## config.mk

```make
export PLATFORM = sky130hd
export DESIGN_NAME = dac_spi_driver
export DESIGN_NICKNAME = d
export VERILOG_FILES = /design/src/rtl/dac_spi_driver.sv
export SDC_FILE = /design/constraint.sdc
export NUM_CORES = 1
export LEC_CHECK = 0
export CORE_MARGIN = 2
export CORE_UTILIZATION = 35
export CTS_CLUSTER_DIAMETER = 30
export DETAILED_ROUTE_END_ITERATION = 7
export HOLD_SLACK_MARGIN = 0.1
export SYNTH_ARGS = -nofsm -noshare
export SYNTH_HDL_FRONTEND = slang
export SYNTH_SLANG_ARGS = --single-unit
```

## constraint.sdc

```tcl
create_clock -name clk -period 3.5 [get_ports clk]
set_input_delay 0.7 -clock clk [delete_from_list [all_inputs] [get_ports clk]]
set_output_delay 0.7 -clock clk [all_outputs]
set_load 0.03 [all_outputs]
```

## src/rtl/dac_spi_driver.sv

```systemverilog
// dac_spi_driver
// Samples an 8-bit DAC code at a fixed audio rate and ships it to an
// MCP4901-class DAC as a 16-bit SPI mode-0 frame, then strobes LDAC.
//
// Ports:
//   clk, rst_n      system clock, async active-low reset
//   sample[7:0]     parallel DAC code from the sound generator
//   enable          start a frame on each sample tick while high
//   mute            clears the SHDN_n frame bit (DAC output high-Z)
//   spi_cs_n        chip select, active low
//   spi_sck         SPI clock, idles low
//   spi_mosi        serial data, MSB first
//   spi_ldac_n      DAC latch strobe, active low
//   busy            high from frame start until the LDAC phase ends
//   frame_done      1-cycle pulse in the last LDAC cycle
//   overrun         1-cycle pulse when a tick arrives while a frame is in flight
//
// state | meaning
// ------+----------------------------------------------------------
// IDLE  | waiting for a sample tick with enable high
// SETUP | cs_n low, sck low for CLK_DIV cycles before the first bit
// SHIFT | 16 bits, sck high then low for CLK_DIV cycles each
// HOLD  | cs_n still low for CLK_DIV cycles after the last bit
// LOAD  | cs_n high, ldac_n low for CLK_DIV cycles
module dac_spi_driver #(
  parameter int         CLK_DIV    = 4,
  parameter int         SAMPLE_DIV = 2500,
  parameter logic [3:0] CFG_BITS   = 4'b0111
) (
  input  logic       clk,
  input  logic       rst_n,
  input  logic [7:0] sample,
  input  logic       enable,
  input  logic       mute,
  output logic       spi_cs_n,
  output logic       spi_sck,
  output logic       spi_mosi,
  output logic       spi_ldac_n,
  output logic       busy,
  output logic       frame_done,
  output logic       overrun
);

  localparam int TW = (SAMPLE_DIV > 1) ? $clog2(SAMPLE_DIV) : 1;
  localparam int PW = (CLK_DIV > 1) ? $clog2(CLK_DIV) : 1;
  localparam logic [TW-1:0] TICK_LAST = TW'(SAMPLE_DIV - 1);
  localparam logic [PW-1:0] PH_LOAD   = PW'(CLK_DIV - 1);

  typedef enum logic [2:0] {
    ST_IDLE,
    ST_SETUP,
    ST_SHIFT,
    ST_HOLD,
    ST_LOAD
  } state_t;

  state_t          state;
  logic [TW-1:0]   tick_cnt;
  logic            tick;
  logic [PW-1:0]   phase_cnt;
  logic [3:0]      bit_cnt;
  logic [15:0]     frame_sr;
  logic [15:0]     frame_next;

  assign tick       = (tick_cnt == TICK_LAST);
  assign frame_next = {CFG_BITS[3:1], CFG_BITS[0] & ~mute, sample, 4'b0000};

  // Free-running sample timer, independent of enable.
  always_ff @(posedge clk or negedge rst_n) begin
    if (!rst_n) begin
      tick_cnt <= '0;
    end else if (tick) begin
      tick_cnt <= '0;
    end else begin
      tick_cnt <= tick_cnt + 1'b1;
    end
  end

  // phase_cnt is a down-counter loaded with CLK_DIV-1; a phase ends when it reaches 0.
  always_ff @(posedge clk or negedge rst_n) begin
    if (!rst_n) begin
      state      <= ST_IDLE;
      phase_cnt  <= '0;
      bit_cnt    <= '0;
      frame_sr   <= '0;
      spi_cs_n   <= 1'b1;
      spi_sck    <= 1'b0;
      spi_mosi   <= 1'b0;
      spi_ldac_n <= 1'b1;
      busy       <= 1'b0;
      frame_done <= 1'b0;
      overrun    <= 1'b0;
    end else begin
      frame_done <= 1'b0;
      overrun    <= tick && (state != ST_IDLE);
      unique case (state)
        ST_IDLE: begin
          if (tick && enable) begin
            frame_sr  <= frame_next;
            spi_mosi  <= frame_next[15];
            spi_cs_n  <= 1'b0;
            busy      <= 1'b1;
            phase_cnt <= PH_LOAD;
            state     <= ST_SETUP;
          end
        end
        ST_SETUP: begin
          if (phase_cnt == '0) begin
            spi_sck   <= 1'b1;
            bit_cnt   <= '0;
            phase_cnt <= PH_LOAD;
            state     <= ST_SHIFT;
          end else begin
            phase_cnt <= phase_cnt - 1'b1;
          end
        end
        ST_SHIFT: begin
          if (phase_cnt != '0) begin
            phase_cnt <= phase_cnt - 1'b1;
          end else if (spi_sck) begin
            // Falling edge: present the next bit. Zero fill makes mosi 0
            // after the last bit, which is already 0 in this frame format.
            spi_sck   <= 1'b0;
            spi_mosi  <= frame_sr[14];
            frame_sr  <= {frame_sr[14:0], 1'b0};
            phase_cnt <= PH_LOAD;
          end else if (bit_cnt == 4'd15) begin
            spi_mosi  <= 1'b0;
            phase_cnt <= PH_LOAD;
            state     <= ST_HOLD;
          end else begin
            spi_sck   <= 1'b1;
            bit_cnt   <= bit_cnt + 1'b1;
            phase_cnt <= PH_LOAD;
          end
        end
        ST_HOLD: begin
          if (phase_cnt == '0) begin
            spi_cs_n   <= 1'b1;
            spi_ldac_n <= 1'b0;
            // With a single-cycle LOAD phase, that cycle is also the last one.
            frame_done <= (CLK_DIV == 1);
            phase_cnt  <= PH_LOAD;
            state      <= ST_LOAD;
          end else begin
            phase_cnt <= phase_cnt - 1'b1;
          end
        end
        ST_LOAD: begin
          if (phase_cnt == '0) begin
            spi_ldac_n <= 1'b1;
            busy       <= 1'b0;
            state      <= ST_IDLE;
          end else begin
            // Registered pulse lands in the final LOAD cycle.
            frame_done <= (phase_cnt == PW'(1));
            phase_cnt  <= phase_cnt - 1'b1;
          end
        end
        default: state <= ST_IDLE;
      endcase
    end
  end

endmodule

```

==> out/results.ini <==
[placed_design]
gp_congestion=0.750
hpwl_um=2390
place_inst=259
port_buffers=18

[power_and_ir_drop]
powerDensity_nw_per_um2=340
ir_drop_v=0.000162
p_leak_nw=0.982
power_w=0.000786

[timing]
worst_pin_slew_ns=0.860
fin_crit_ns=2.26
finalSetupTns_ns=0
rsz0062_at_grt=false
whs_ns=0.496
fmax_mhz=443
hold_viol=0
finalSetupViolCount=0
finClkSkew_ns=0.00414
max_slew_margin_pct=42.7
drv_slew=0
min_period_over_period_pct=64.4

[worst_hold_path]
holdCritPathClass=reg -> reg
holdPathStages=1

[cts]
cts.sinks=39
htree_levels=2
postCtsHoldBufs=0
clkLatencyLatePin_ns=0.29
root_buffer=clkbuf_8
clkTransAtPathRegs_ns=0.08
postCtsResizedCells=0
cts_setup_buffers=0
cts_made_buffers=5
cts_max_path_buffers=2
cts_tree=done

[critical_path]
endpoint_kind=register
required_ns=3.69
cp_max_fo=11
critical_path_class=reg -> reg
cp_data_arrival_time_ns=2.44
reg2reg_depth=6
critPathLaunchType=register

[final_layout]
diodes=0
fin_cells=267
finish.utilization_pct=41.7
final_nets=210
areaGrowthSynthToFinish_pct=14.7
drive_gt1_share_pct=16.9

[synth]
synth_top_area_share_pct=46.0
async_reset_ff_share_pct=100
synth_seq_cells=39
synthCells=177
synth_area_leaders=dfrtp_1 (46%), mux2_4 (5.2%), mux2_2 (3.9%), dfstp_2 (2.6%), nor2_1 (2.6%)
netlist_area_um2=2010
syn_nets=193
ys_seq_area_share_pct=48.6
ys.warnings.count=0
synth_edf_count=0
yosysTopAreaCell=dfrtp_1
yosysUniqueCellTypes=51
syn_area_per_cell_um2=11.4
synth_flop_cell=dfrtp_1

[global_routing]
grt_pass1_vias=1318
antenna_found_initial=0
grt_overflow=0
grt_usage_pct=12.6
grt_max_degree=40
grt_pass1_wl_um=6230

[drt]
drtIter0Drc=72
wl_um=3580
wl_per_cell_um=13.4
dr_total_vias=1363
avgViaCountPerCell=5.10
route.detailed.drc=0
drt_first_pass_iters=4
postRouteAntennaNets=0

[job]
cap_violations=0

[floorplan]
core.rowCount=27
fp.dieH_um=79.8
core_um2=5540
die_x_um=79.8
die-area_um2=6370
start_util_pct=36.3
io-pin-count=19

[outcome]
status=completed

power breakdown:
part	leakage (nW)	internal, W	total [W]	switching, W
Sequential	0.492	0.000454	0.000457	0.00000220
Combinational	0.443	0.0000180	0.0000303	0.0000123
Clock	0.0477	0.000136	0.000299	0.000162
Total	0.982	0.000609	0.000786	0.000177
state kept, by name, summed over array words and instances, names as in the netlist:
signal and cells:
tick_cnt 12, phase_cnt 2, spi_cs_n 1, busy 1
state 3, spi_mosi 1, spi_sck 1, spi_ldac_n 1
overrun 1, bit_cnt 4, frame_sr 11, frame_done 1
path summary, 6_finish.rpt:
kind,startpoint,to,slack (ns)
max reg2reg,phase_cnt[0]$_DFFE_PN0P_,frame_sr[5]$_DFFE_PN0P_,1.24
min,frame_sr[13]$_DFFE_PN0P_,frame_sr[13]$_DFFE_PN0P_,0.50
min reg2reg,frame_sr[13]$_DFFE_PN0P_,frame_sr[13]$_DFFE_PN0P_,0.50
min in group asynchronous,rst_n,spi_sck$_DFFE_PN0P_,0.51
max in group asynchronous,rst_n,frame_sr[11]$_DFFE_PN0P_,2.45
max,phase_cnt[0]$_DFFE_PN0P_,frame_sr[5]$_DFFE_PN0P_,1.24
area by class of cell:
class                   instances  area (um2)
repair buffers                 18         175
clock inverters                 3        15.0
inverters                       5        18.8
fillers                       567        3230
multi-input cells             125         962
flip-flops and latches         39         978
clock buffers                   5        68.8
well taps                      72        90.1
synthesized netlist by cell type, types with 2 or more instances:
cell and count:
o22a_1 3, xnor2_1 6, nand4_1 3, clkbuf_1 4, a22o_1 3, and3_1 4
inv_1 5, dfstp_2 2, a21oi_1 4, mux2_2 7, nor2_1 14, xor2_1 4
or3_1 2, o211ai_1 3, nand3_1 8, buf_2 2, o31ai_1 2, nor3_1 3
o21ai_0 5, a21o_1 2, nand2b_1 3, nand2_1 9, mux2_4 7, and4_1 2
dfrtp_1 37, ha_1 4, a31oi_1 5
layer usage:
layer | wire [um] | up-vias | GRT usage (%)
li1 | - | 677 | -
met1 | 1730 | 652 | 16.2
met2 | 1660 | 30 | 19.9
met3 | 152 | 4 | 3.73
met4 | 40 | 0 | 5.08
met5 | 0 | - | 0
critical path, stage by stage (launching register included):
cell,delay [ns]
dfrtp_1,0.38
inv_1,0.13
ha_1,0.36
nor2b_2,0.34
nand4b_1,0.27
o21ai_4,0.29
mux2_2,0.38
per-stage QoR:
| step | setup slack (ns) | instance area [um2] |
|---|---|---|
| 4_1_cts | 1.23 | 2310 |
| 3_3_place_gp | 1.21 | 2220 |
| 6_report | 1.24 | 2310 |
| 5_1_grt | 1.08 | 2310 |
| 3_5_place_dp | 1.19 | 2220 |
| 2_1_floorplan | 1.61 | 2010 |
placed cells by master (no fill, tap or decap), drive strengths merged, types with 2 or more instances in the layout:
| master | n |
|---|---|
| nor2 | 14 |
| clkdlybuf4s50 | 17 |
| nand3 | 8 |
| o31ai | 2 |
| nand4 | 4 |
| clkbuf | 5 |
| dfstp | 2 |
| nor3 | 4 |
| and4 | 2 |
| nor2b | 2 |
| or3 | 2 |
| a21o | 2 |
| o211ai | 3 |
| nand2b | 3 |
| xor2 | 4 |
| inv | 5 |
| a22o | 3 |
| ha | 4 |
| clkinv | 3 |
| a21oi | 4 |
| o22a | 3 |
| and3 | 4 |
| nand2 | 9 |
| nor4b | 2 |
| xnor2 | 6 |
| o21ai | 7 |
| dfrtp | 37 |
| a31oi | 5 |
| mux2 | 15 |
logic make-up after synthesis:
group,Yosys count,synth area share [%]
adder cells (fa/ha/maj),4,2.49
multiplexers,15,9.70
AO/OA/AOI/OAI,35,12.6
flip-flops,39,48.6
AND/OR/NAND/NOR,61,18.7
XOR/XNOR,10,4.35
buffers and inverters,13,3.54
No activity file was read; power rests on OpenSTA's default activity.
